<file path="config.mk">
export PLATFORM = sky130hd
export DESIGN_NAME = dial_zero_counter
export DESIGN_NICKNAME = d
export VERILOG_FILES = /design/src/rtl/dial_zero_counter.sv
export SDC_FILE = /design/constraint.sdc
export NUM_CORES = 1
export LEC_CHECK = 0
export CORE_MARGIN = 2
export CORE_UTILIZATION = 31
export DETAILED_ROUTE_END_ITERATION = 10
export PLACE_DENSITY_LB_ADDON = 0.05
export SETUP_SLACK_MARGIN = 0.15
export SYNTH_ARGS = -nofsm -noshare
export SYNTH_HDL_FRONTEND = slang
export SYNTH_SLANG_ARGS = --single-unit
</file>
<file path="constraint.sdc">
create_clock -name clk -period 13.35 [get_ports clk]
set_clock_uncertainty 0.2 [all_clocks]
set_input_delay 1.335 -clock clk [delete_from_list [all_inputs] [get_ports clk]]
set_output_delay 1.335 -clock clk [all_outputs]
set_load 0.03 [all_outputs]
</file>
<file path="src/rtl/dial_zero_counter.sv">
// Circular dial tracker: an iterative restoring divider splits each distance into laps and remainder,
// then one commit cycle updates position and zero count. DIAL_ZERO_COUNTER_SAT_EN: saturating answer + o_sat.
module dial_zero_counter #(
  parameter int DIAL_SIZE = 100,
  parameter int INIT_POS  = 50,
  parameter int VAL_W     = 31,
  parameter int CNT_W     = 32,
  localparam int PW       = $clog2(DIAL_SIZE)
) (
  input  logic             clk,
  input  logic             rst,
  input  logic             i_valid,
  output logic             o_ready,
  input  logic [VAL_W:0]   i_packet,
  input  logic             i_mode,
  input  logic             i_last,
  output logic [PW-1:0]    o_position,
  output logic [CNT_W-1:0] o_answer,
`ifdef DIAL_ZERO_COUNTER_SAT_EN
  output logic             o_sat,
`endif
  output logic             o_done
);
  localparam int SW = PW + 1;
  localparam int CW = $clog2(VAL_W + 1);
  localparam int AW = ((CNT_W > VAL_W) ? CNT_W : VAL_W) + 1;
  localparam logic [SW-1:0] DS   = SW'(DIAL_SIZE);
  localparam logic [PW-1:0] INIT = PW'(INIT_POS);

  typedef enum logic [1:0] {IDLE, DIV, COMMIT} state_t;
  state_t state, state_nx;

  logic [CW-1:0]    step;
  logic [VAL_W-1:0] quo;   // dividend shifts out, quotient shifts in
  logic [PW-1:0]    rem;
  logic             dir, mode, last, accept;

  logic [SW-1:0] part, p_ext, r_ext, sum_r;
  logic          ge, wrap_r, wrap_l, hit;
  logic [PW-1:0] pos_nx;
  logic [AW-1:0] incr;

  always_ff @(posedge clk) begin
    if (rst) state <= IDLE;
    else     state <= state_nx;
  end

  always_comb begin
    state_nx = state;
    o_ready  = 1'b0;
    o_done   = 1'b0;
    accept   = 1'b0;
    case (state)
      IDLE: begin
        o_ready = 1'b1;
        if (i_valid) begin
          accept   = 1'b1;
          state_nx = DIV;
        end
      end
      DIV:     if (step == CW'(VAL_W - 1)) state_nx = COMMIT;
      COMMIT: begin
        o_done   = last;
        state_nx = IDLE;
      end
      default: state_nx = IDLE;
    endcase
  end

  // Partial remainder never reaches DIAL_SIZE, so PW+1 bits hold the trial value.
  assign part = {rem, quo[VAL_W-1]};
  assign ge   = (part >= DS);

  assign p_ext  = {1'b0, o_position};
  assign r_ext  = {1'b0, rem};
  assign sum_r  = p_ext + r_ext;
  assign wrap_r = (sum_r >= DS);
  assign wrap_l = (r_ext > p_ext);

  always_comb begin
    if (dir) begin
      pos_nx = PW'(wrap_r ? sum_r - DS : sum_r);
      hit    = wrap_r;
    end else begin
      pos_nx = PW'(wrap_l ? p_ext + DS - r_ext : p_ext - r_ext);
      hit    = (o_position != '0) && (rem >= o_position);
    end
    incr = mode ? (AW'(quo) + AW'(hit)) : AW'(pos_nx == '0);
  end

`ifdef DIAL_ZERO_COUNTER_SAT_EN
  localparam logic [AW-1:0] MAXV = AW'({CNT_W{1'b1}});
  logic [AW-1:0] total;
  logic          sat_hit;
  assign total   = AW'(o_answer) + incr;
  assign sat_hit = (total > MAXV);
`endif

  always_ff @(posedge clk) begin
    if (rst) begin
      o_position <= INIT;
      o_answer   <= '0;
      quo        <= '0;
      rem        <= '0;
      step       <= '0;
      dir        <= 1'b0;
      mode       <= 1'b0;
      last       <= 1'b0;
`ifdef DIAL_ZERO_COUNTER_SAT_EN
      o_sat      <= 1'b0;
`endif
    end else begin
      case (state)
        IDLE: if (accept) begin
          quo  <= i_packet[VAL_W-1:0];
          dir  <= i_packet[VAL_W];
          mode <= i_mode;
          last <= i_last;
          rem  <= '0;
          step <= '0;
        end
        DIV: begin
          quo  <= {quo[VAL_W-2:0], ge};
          rem  <= PW'(ge ? part - DS : part);
          step <= step + CW'(1);
        end
        COMMIT: begin
          o_position <= pos_nx;
`ifdef DIAL_ZERO_COUNTER_SAT_EN
          o_answer   <= sat_hit ? '1 : CNT_W'(total);
          if (sat_hit) o_sat <= 1'b1;
`else
          o_answer   <= CNT_W'(AW'(o_answer) + incr);
`endif
        end
        default: ;
      endcase
    end
  end
endmodule
</file>
# Yosys cells after proc, flatten, opt, wreduce, memory -nomap -nowiden
# Cells that the tools add are included.
[op_classes]
n_addsub = 9
eq_ne = 6
reduce_logical = 8
magnitude_cmp = 4
muxes = 19
[op_table]
columns = ["op", "count"]
rows = [
  ["one-hot mux 31 bit (2 select lines)", 1],
  ["2-to-1 mux 7 bit", 5],
  ["adder 31 x 1 -> 32 bit", 1],
  ["adder 32 bit", 1],
  ["2-to-1 mux 32 bit", 1],
  ["2-to-1 mux 31 bit", 1],
  [">= comparator 8 x 7 -> 1 bit, second input constant", 2],
  ["one-hot mux 7 bit (2 select lines)", 1],
  ["subtractor 7 bit", 2],
  ["subtractor 7 bit, second input constant", 2],
  ["one-hot mux 5 bit (2 select lines)", 1],
  ["adder 7 x 7 -> 8 bit", 1],
  ["adder 7 bit, second input constant", 1],
  [">= comparator 7 bit", 1],
  ["greater-than comparator 7 bit", 1],
  ["zero test 7 bit", 1],
  ["nonzero test 7 bit", 1],
  ["inequality test 2 bit, second input constant", 3],
  ["AND reduction 2 bit", 3],
  ["adder 5 x 1 -> 5 bit, second input constant", 1],
  ["equality test 5 bit, second input constant", 1],
  ["2-to-1 mux 1 bit", 5],
  ["2-to-1 mux 5 bit", 1],
  ["2-to-1 mux 2 bit", 2],
  ["other kinds (6)", 6],
]
[totals]
wordCells = 55
in_bits = 37
regBits = 87

# Depth between registers and ports, before layout
[logic_depth]
ltp_word = 7
mapped_depth = 29
mapped_depth_nobuf = 28

# Worst setup path before layout
# Ideal clock, no wire load.
[synth_path]
path_type = "register to register"
start = "register o_position[2]"
end = "register o_answer[31]"
setup_ns = 0.123
stages_incl_launch_ff = 29
path_slack_ns = 7.024
path_buffers = 1
synth_period_minus_slack_ns = 6.326
arrival_ns = 6.003
t_required_ns = 13.027
cell_sequence = "dfxtp_1 > inv_1 > ha_1 > buf_4 > nand2b_1 > o21ai_0 > xnor2_1 > inv_1 > ha_1 > nand4_1 > a311oi_4 > o21ai_0 > ha_1 > ha_1 > nand3_1 > nor2_1 > and3_1 > nand3_1 > or3_1 > a21boi_0 > ha_1 > a211oi_1 > nor2_1 > nor3_1 > o21a_1 > a211oi_1 > a41o_1 > a2111oi_1 > mux2_1"
[synth_between]
elab_chain_len = 7
elab_cells_between_ends = 18
cone_classes = "7 x add/sub; 3 x order compare; 5 x mux; 3 x reduce/logical"
[synth_lines]
columns = ["item", "line_no", "source"]
rows = [
  ["start, declared", "17", "output logic [PW-1:0] o_position,"],
  ["start signal, assigned", "128", "o_position <= pos_nx;"],
  ["parallel branches: the longest is 5 deep, another holds adder 31 x 1 -> 32 bit", "--", ""],
  ["2-to-1 mux 32 bit (*)", "88", "incr = mode ? (AW'(quo) + AW'(hit)) : AW'(pos_nx == '0);"],
  ["adder 32 bit (*)", "133", "o_answer <= CNT_W'(AW'(o_answer) + incr);"],
  ["end signal, assigned", "133", ""],
  ["end, declared", "18", "output logic [CNT_W-1:0] o_answer,"],
]
# Every way passes the cells marked *.
# A chain may end at the register's enable or synchronous reset.

# Worst setup path in the final report
[layout_path]
start = "register rem[1]"
end = "register o_answer[31]"
[layout_between]
elab_chain_len = 7
elab_cells_between_ends = 16
cone_classes = "6 x add/sub; 3 x order compare; 5 x mux; 2 x reduce/logical"
[layout_lines]
columns = ["item", "line_no", "source"]
rows = [
  ["start, declared", "35", "logic [PW-1:0] rem;"],
  ["start signal, assigned", "124", "rem <= PW'(ge ? part - DS : part);"],
  ["parallel branches: the longest is 5 deep, another holds adder 31 x 1 -> 32 bit", "--", ""],
  ["2-to-1 mux 32 bit (*)", "88", ""],
  ["adder 32 bit (*)", "133", ""],
]
# Marked as above.

==> results.py <==
metrics = {
    "setup_path": {
        "crit_path_frequent_cell": "ha_1",
        "worst-path-stages": 27,
        "cp.required_ns": 13.39,
        "critPathMaxFanout": 8,
        "path_class": "reg -> reg",
        "ff2ff_path_depth": 27,
        "crit_path_start_kind": "register",
        "cpPeakStageDelay_ns": 0.48,
        "crit_buf_inv": 2,
        "critPathSlowestCell": "dfxtp_1",
        "crit_family": "simple AND/OR/NAND/NOR gates",
        "cp_data_arrival_time_ns": 7.16,
        "worst_setup_path_end_kind": "register",
    },
    "timing": {
        "finalHoldViolCount": 0,
        "setup_violations": 0,
        "worst_pin_slew_ns": 0.859,
        "max-slew-margin-rel_pct": 42.2,
        "tns_ns": 0,
        "fin_ws_ns": 6.23,
        "slew_viol_final": 0,
        "rsz0062_at_grt": "no",
        "min_period_over_period_pct": 53.3,
        "fmax_mhz": 140,
        "layout_min_cycle_time_ns": 7.12,
    },
    "yosys": {
        "synth_area_um2": 7040,
        "synth_top_area_share_pct": 24.7,
        "synth_top_family_by_area": "simple AND/OR/NAND/NOR gates",
        "yosys.area_share.adder_pct": 12.5,
        "synth_flop_cell": "dfxtp_1",
        "synth_most_common_cell": "nand2_1",
        "syn_inst": 937,
        "synth_compound_area_share_pct": 22.7,
        "ys_seq_area_share_pct": 24.7,
        "synth.area.top_cells": "dfxtp_1 25%, ha_1 10%, a21oi_1 6.1%",
        "synth.largest_area_cell": "dfxtp_1",
        "synth-edff-count": 0,
        "synthArstFlopShare_pct": 0,
        "synth_simple_gate_area_share_pct": 28.1,
        "syn_nets": 1040,
        "yosys.area_share.xor_xnor_pct": 6.59,
        "synthMuxAreaShare_pct": 1.08,
        "yosysWarningCount": 0,
        "ys_ff_latch": 87,
        "yosysUniqueCellTypes": 74,
        "netlist_top_cells_count": "112 x nand2_1, 87 x dfxtp_1, 86 x a21oi_1",
        "syn_avg_cell_area_um2": 7.51,
    },
    "die": {
        "num_rows": 55,
        "dieHeight_um": 155,
        "dieArea_um2": 23900,
        "num_io_pins": 78,
        "die_x_um": 155,
        "coreArea_um2": 22400,
        "initial_core_util_pct": 31.4,
    },
    "clock_network": {
        "hold_buffers": 0,
        "cts-resized-gates": 0,
        "cts.sinks": 87,
        "clockBufferDepth": 2,
        "numCtsBuffers": 9,
        "clkTransAtPathRegs_ns": 0.07,
        "cts_tree": "built",
        "post_cts_buffers": 0,
        "clk_latency_ns": 0.34,
        "clk_root_buffer_cell": "clkbuf_16",
        "cts_htree_levels": 3,
    },
    "routing": {
        "wl_per_cell_um": 17.3,
        "wl_met3_um": 650,
        "routed_via_density": 5.27,
        "num_vias": 6758,
        "dr.pass1.iters": 5,
        "drt_iter0_markers": 409,
        "route.met2.wl_mm": 9.49,
        "drc_errors": 0,
        "topRoutingLayerUsed": "met4",
        "finalWirelength_mm": 22.2,
        "drt-met1-wl_mm": 11.7,
        "ant_nets": 0,
    },
    "power_and_ir_drop": {
        "pwr-share-comb_pct": 11.1,
        "p_int_uw": 467,
        "leakage_nw": 3.26,
        "power_density_nw_per_um2": 76.5,
        "peakVddDrop_v": 0.0000472,
        "clock_power_share_pct": 44.7,
        "seqPwrFrac_pct": 44.2,
        "sw_frac_of_total_pct": 27.4,
        "power_switching_uw": 176,
        "power.total_uw": 643,
    },
    "job": {
        "cap_violations": 0,
    },
    "worst_hold_path": {
        "worstHoldPathType": "reg -> reg",
        "hold_depth": 2,
    },
    "grt": {
        "antenna_found_initial": 0,
        "grt_max_degree": 69,
        "overflow": 0,
        "grt_usage_pct": 18.9,
        "grt_pass1_vias": 6595,
        "grt_pass1_wl_mm": 36.1,
    },
    "layout": {
        "nets": 1096,
        "drive_above_1_share_pct": 4.81,
        "multi_input_area_um2": 5000,
        "nFillCells": 2346,
        "syn_to_final_growth_pct": 19.4,
        "final_cells": 1283,
        "seqCellArea_um2": 1740,
        "antenna_cells": 0,
        "post-route-util_pct": 37.5,
    },
    "placement": {
        "place_ws_ns": 6.26,
        "gp_congestion": 0.848,
        "dp.cells": 1267,
        "portBuffers": 77,
        "place_hpwl_mm": 16.6,
    },
    "status": {
        "status": "completed",
    },
}
==> path summary, 6_finish.rpt <==
| kind | slack [ns] | end | startpoint |
|---|---|---|---|
| hold reg to reg | 0.26 | last$_SDFFE_PP0P_ | last$_SDFFE_PP0P_ |
| setup reg to reg | 6.23 | o_answer[31]$_SDFFE_PP0N_ | rem[1]$_SDFFE_PP0P_ |
| setup / recovery | 6.23 | o_answer[31]$_SDFFE_PP0N_ | rem[1]$_SDFFE_PP0P_ |
| hold / removal | 0.26 | last$_SDFFE_PP0P_ | last$_SDFFE_PP0P_ |
==> routing by layer <==
metal,GRT usage [%],up-vias
met2,28.7,118
met3,1.88,20
met1,28.3,3139
met5,0,-
li1,-,3481
met4,5.20,0
==> worst register-to-register path: stages (launching register included) <==
cell and delay [ns]:
dfxtp_1 0.48, inv_1 0.20, ha_1 0.36, nor2b_1 0.22
o21ai_0 0.15, xnor2_1 0.31, inv_1 0.11, ha_1 0.22
nand4_1 0.14, a311oi_4 0.14, o21ai_0 0.20, ha_1 0.26
ha_1 0.23, nand3_1 0.17, nor2_1 0.37, and3_1 0.28
nand3_1 0.26, or3_1 0.41, a21boi_0 0.18, ha_1 0.33
a211oi_1 0.28, nor2_1 0.10, nor3_1 0.14, o21a_1 0.18
a211oi_1 0.08, a41o_1 0.21, a2111oi_1 0.44, mux2_1 0.36
==> placed cells by master (no fill, tap or decap), types with 7 or more instances in the layout <==
cell,instances
a31oi_1,7
o211ai_1,11
nand2_1,112
nor2_1,83
nor4b_1,8
fa_1,7
clkdlybuf4s50_1,76
nor3_1,43
a21oi_1,86
clkbuf_16,9
nor2b_1,8
o21ai_0,51
or3_1,14
and3_1,12
a21o_1,13
nand3_1,35
o31ai_1,9
inv_1,33
and2_1,28
ha_1,59
o21a_1,9
a211oi_1,12
buf_4,11
nand4_1,18
xor2_1,15
xnor2_1,38
dfxtp_1,87
a22oi_1,10
==> sequential cells by signal, indices dropped and copies added (netlist names) <==
signal,cells
state,2
quo,31
o_position,7
last,1
rem,7
dir,1
mode,1
o_answer,32
step,5
==> logic make-up (layout without fill, tap and decap cells) <==
group | Yosys count | after routing
muxes | 7 | 7
buffers and inverters | 76 | 137
DFF | 87 | 87
AOI/OAI and AO/OA | 249 | 249
adders and majority gates | 66 | 66
xor gates and xnor gates | 53 | 53
and+or+nand+nor | 399 | 399
==> area by class of cell <==
type / instances / area share [%]
sequential: 87 / 20.7
inverter: 33 / 1.47
clock inverter: 7 / 1.22
clock buffer: 9 / 2.68
timing repair buffer: 88 / 10.1
multi-input combinational: 774 / 59.6
tap: 285 / 4.24
==> through the flow <==
stage | instance area [µm²] | hold WS, ns
floorplan | 7040 | 0.232
global placement | 8080 | 0.241
detailed placement | 8080 | 0.257
CTS | 8400 | 0.267
global route | 8400 | 0.285
finish | 8400 | 0.258
==> power by group through the flow <==
stage | combinational, mW | sequential, mW | clock, mW
after floorplan | 0.0448 | 0.285 | 0
after global placement | 0.0725 | 0.290 | 0
after detailed placement | 0.0720 | 0.290 | 0
after CTS | 0.0725 | 0.284 | 0.299
after global routing | 0.0799 | 0.286 | 0.308
final | 0.0712 | 0.284 | 0.288
Note: power is estimated with default switching activity, not from simulation.
